--- src/rtl/mem_port_arbiter.sv ---
// Shares one single-ported, fixed-latency memory between instruction fetch and
// load/store, with data priority bounded so fetch is never starved.
module mem_port_arbiter #(
    parameter int unsigned MEM_LATENCY  = 2,
    parameter int unsigned MAX_DATA_RUN = 4
) (
    input  logic        clock,
    input  logic        reset,
    input  logic        if_req,
    input  logic [31:0] if_addr,
    output logic        if_ack,
    output logic [31:0] if_rdata,
    input  logic        d_req,
    input  logic        d_we,
    input  logic [31:0] d_addr,
    input  logic [31:0] d_wdata,
    output logic        d_ack,
    output logic [31:0] d_rdata,
    output logic        mem_en,
    output logic        mem_we,
    output logic [31:0] mem_addr,
    output logic [31:0] mem_wdata,
    input  logic [31:0] mem_rdata,
    output logic        busy
);

    localparam int unsigned CNT_W = 4;

    typedef enum logic [1:0] {IDLE, ISSUE, WAIT, RESP} state_t;

    state_t           state;
    logic [CNT_W-1:0] streak;
    logic [CNT_W-1:0] lat_cnt;
    logic             owner_d;
    logic             we_q;
    logic             data_wins;
    logic             unused_addr_bits;

    // Data wins a contested IDLE cycle unless fetch has waited out its run.
    always_comb begin
        data_wins = d_req && !(if_req && (streak == CNT_W'(MAX_DATA_RUN)));
    end

    // Byte-offset bits are dropped; alignment is the requester's problem.
    assign unused_addr_bits = ^{if_addr[1:0], d_addr[1:0]};

    always_ff @(posedge clock) begin
        if (reset) begin
            state     <= IDLE;
            streak    <= '0;
            lat_cnt   <= '0;
            owner_d   <= 1'b0;
            we_q      <= 1'b0;
            if_ack    <= 1'b0;
            d_ack     <= 1'b0;
            mem_en    <= 1'b0;
            mem_we    <= 1'b0;
            mem_addr  <= '0;
            mem_wdata <= '0;
            if_rdata  <= '0;
            d_rdata   <= '0;
            busy      <= 1'b0;
        end else begin
            if_ack <= 1'b0;
            d_ack  <= 1'b0;
            mem_en <= 1'b0;
            mem_we <= 1'b0;
            case (state)
                IDLE: begin
                    if (d_req || if_req) begin
                        state  <= ISSUE;
                        busy   <= 1'b1;
                        mem_en <= 1'b1;
                        if (data_wins) begin
                            owner_d   <= 1'b1;
                            we_q      <= d_we;
                            mem_we    <= d_we;
                            mem_addr  <= {d_addr[31:2], 2'b00};
                            mem_wdata <= d_wdata;
                            streak    <= if_req ? streak + CNT_W'(1) : '0;
                        end else begin
                            owner_d  <= 1'b0;
                            we_q     <= 1'b0;
                            mem_addr <= {if_addr[31:2], 2'b00};
                            streak   <= '0;
                        end
                    end
                end
                ISSUE: begin
                    state   <= WAIT;
                    lat_cnt <= CNT_W'(MEM_LATENCY);
                end
                WAIT: begin
                    lat_cnt <= lat_cnt - CNT_W'(1);
                    // Counter hits zero on this edge: read data is valid now.
                    if (lat_cnt == CNT_W'(1)) begin
                        state <= RESP;
                        if (owner_d) begin
                            d_ack <= 1'b1;
                            if (!we_q) begin
                                d_rdata <= mem_rdata;
                            end
                        end else begin
                            if_ack   <= 1'b1;
                            if_rdata <= mem_rdata;
                        end
                    end
                end
                RESP: begin
                    state <= IDLE;
                    busy  <= 1'b0;
                end
                default: begin
                    state <= IDLE;
                    busy  <= 1'b0;
                end
            endcase
        end
    end

endmodule

--- config.mk ---
export PLATFORM = sky130hd
export DESIGN_NAME = mem_port_arbiter
export DESIGN_NICKNAME = d
export VERILOG_FILES = /design/src/rtl/mem_port_arbiter.sv
export SDC_FILE = /design/constraint.sdc
export NUM_CORES = 1
export LEC_CHECK = 0
export BUFFER_PORTS_ARGS = -buffer_cell sky130_fd_sc_hd__buf_2
export CORE_MARGIN = 5
export CORE_UTILIZATION = 35
export DETAILED_ROUTE_END_ITERATION = 6
export PLACE_DENSITY = 0.61
export SYNTH_ARGS = -nofsm -noshare
export SYNTH_HDL_FRONTEND = slang
export SYNTH_SLANG_ARGS = --single-unit
--- constraint.sdc ---
create_clock -name clock -period 1.82 [get_ports clock]
set_clock_uncertainty 0.05 [all_clocks]
set_input_delay 0.182 -clock clock [delete_from_list [all_inputs] [get_ports clock]]
set_output_delay 0.182 -clock clock [all_outputs]
set_load 0.02 [all_outputs]
==> flow_metrics.tcl <==
set metrics [dict create \
    maxCapViolCount 0 \
    antenna_found_initial 0 \
    multiInputGateArea_sq_um 3080 \
    syn_inst 718 \
    grt_pass1_vias 6694 \
    routed_wl_um 21000 \
    grt_max_degree 72 \
    finalHoldViolations 0 \
    cts.path.max_buffers 2 \
    crit_required_ns 2.09 \
    p_sw_uw 3720 \
    end_kind "flip-flop" \
    grt.overflow.total 0 \
    pwr-share-comb 0.330 \
    synth_warnings 0 \
    hpwl_um 13400 \
    cts_tree "built" \
    cts-buffers-inserted 17 \
    clock_latency_ns 0.42 \
    fin_nets 1168 \
    ys_seq_area_frac 0.447 \
    vias_per_cell 5.36 \
    port_buffers 259 \
    intPower_uw 7070 \
    syn_to_final_growth_pct 48.1 \
    mostFrequentLayoutCells "258 x buf_2, 141 x dfxtp_1, 102 x a21oi_1, 97 x nand3_1, 89 x dlygate4sd3_1" \
    clkPwrFrac 0.320 \
    core-area_sq_um 18000 \
    wl_per_cell_um 16.5 \
    outcome "finished, final reports clean" \
    arrival_ns 1.97 \
    critical_path.max_fanout 20 \
    gp_congestion 0.786 \
    yosysUniqueCellTypes 44 \
    firstDrtPassIters 5 \
    fin_total_pwr_uw 10800 \
    powerDensity_nw_per_um2 1140 \
    antennaDiodeCount 0 \
    drt_iter0_markers 423 \
    die-area_sq_um 21100 \
    drive_above_1_share 0.363 \
    hp-class "in2reg" \
    place_area_sq_um 7990 \
    yosys_register_bits 143 \
    vias 6799 \
    clkSinkCount 143 \
    fin_crit_ns 1.69 \
    synth-edff-count 0 \
    seqCellArea_sq_um 2870 \
    stdcell_area_sq_um 9490 \
    post-route-period-util 0.930 \
    post_cts_buffers 0 \
    fill_cells 1684 \
    synth-main-ff-cell "dfxtp_1" \
    sequentialPowerShare 0.350 \
    fmax_mhz 591 \
    rsz0062_at_grt "no" \
    rows 49 \
    fin_tns_setup_ns 0 \
    start_util 0.356 \
    die_y_um 145 \
    die_w_um 145 \
    setup_viol 0 \
    pin_count 266 \
    swShare 0.345 \
    synthesis.area_sq_um 6410 \
    clkTransAtPathRegs_ns 0.06 \
    finalMaxSlewViolations 0 \
    async_flop_share 0 \
    syn_area_per_cell_sq_um 8.93 \
    final_common_cell "buf_2" \
    p_leak_uw 0.00391 \
    grt_usage 0.192 \
    criticalPathCategory "reg2reg" \
    htreeDepth 4 \
    route.detailed.drc 0 \
    grt_pass1_wl_um 34300 \
    ant_nets 0 \
    clockRootBuffer "clkbuf_16" \
    critPathLaunchType "flip-flop" \
    ir_worst_vdd_v 0.000687 \
]
[area by class of cell]
cell class              instances  share of cell area
repair buffers                379               0.278
flip-flops and latches        143               0.302
clock inverters                10              0.0117
inverters                      11             0.00435
well taps                     229              0.0302
clock buffers                  22              0.0499
multi-input cells             475               0.324
[state kept, by name, summed over array words and instances (netlist names), 2 cells and up]
signal / flops
mem_wdata: 32
state: 2
streak: 4
if_rdata: 32
d_rdata: 32
mem_addr: 30
lat_cnt: 4
[worst paths after layout]
path                    start            to  slack [ns]  depth (start not counted)
setup / recovery    streak[0]   mem_addr[5]        0.13                          6
hold / removal    if_addr[25]  mem_addr[25]        0.03                          3
setup reg to reg    streak[0]   mem_addr[5]        0.13                          6
hold reg to reg   d_rdata[10]   d_rdata[10]        0.42                          2
[critical path, stage by stage (launching register included)]
cell      delay (ns)
dfxtp_1         0.33
inv_1           0.08
ha_1            0.24
and4b_4         0.37
buf_12          0.20
o21ai_2         0.07
a311oi_2        0.24
[per-stage QoR]
step	util	instances	setup WS (ns)	hold WS, ns
2_1_floorplan	-	719	0.271	0.280
3_3_place_gp	0.443	1147	0.170	0.385
3_5_place_dp	0.443	1147	0.125	0.391
4_1_cts	0.525	1268	0.115	0.00377
5_1_grt	0.527	1269	0.00781	0.00780
6_report	0.527	1269	0.127	0.0266
[metal layers]
layer,share of wire,track usage
met5,0,0
met4,0.038,0.0919
met3,0.070,0.0585
met2,0.48,0.310
met1,0.41,0.232
[Yosys cell counts, types with 2 or more instances]
library cell / instances / area [sq um]
buf_1: 8 / 30.0
a311oi_1: 4 / 35.0
nand4_1: 4 / 25.0
clkbuf_1: 38 / 143
dfxtp_1: 143 / 2860
ha_1: 8 / 100
nand3_1: 97 / 485
nor2_1: 34 / 128
nand2_1: 6 / 22.5
o21ai_2: 20 / 175
o21ai_0: 20 / 100
a21oi_1: 102 / 510
a311oi_2: 28 / 420
buf_2: 24 / 120
nor3_1: 4 / 20.0
a31oi_1: 2 / 12.5
o31ai_1: 32 / 240
buf_6: 4 / 45.0
buf_4: 16 / 120
o21ai_1: 57 / 285
inv_1: 10 / 37.5
nand4b_1: 35 / 307
[what timing repair did]
action | 4_1_cts | 5_1_grt
endpoints found under the hold margin | 118 | 0
resized for setup | 0 | 2
setup endpoints to repair | 0 | 4
hold buffers | 89 | 0
[power groups by stage]
| stage | registers (uW) | clock network [uW] | logic (uW) |
|---|---|---|---|
| floorplan | 4260 | 0 | 1860 |
| global placement | 3830 | 0 | 3390 |
| detailed placement | 3850 | 0 | 3420 |
| CTS | 3780 | 3560 | 3570 |
| global route | 3840 | 3690 | 3890 |
| finish | 3780 | 3450 | 3560 |
[cell families (layout without fill, tap and decap cells)]
family / Yosys count / in the layout / share of synthesized area
AOI/OAI and AO/OA: 273 / 273 / 0.288
other: 1 / 2 / 0.000585
and+or+nand+nor: 192 / 192 / 0.171
DFF: 143 / 143 / 0.447
adders and majority gates: 8 / 8 / 0.0156
buffers and inverters: 101 / 422 / 0.0779
Note: power is estimated with default switching activity, not from simulation.
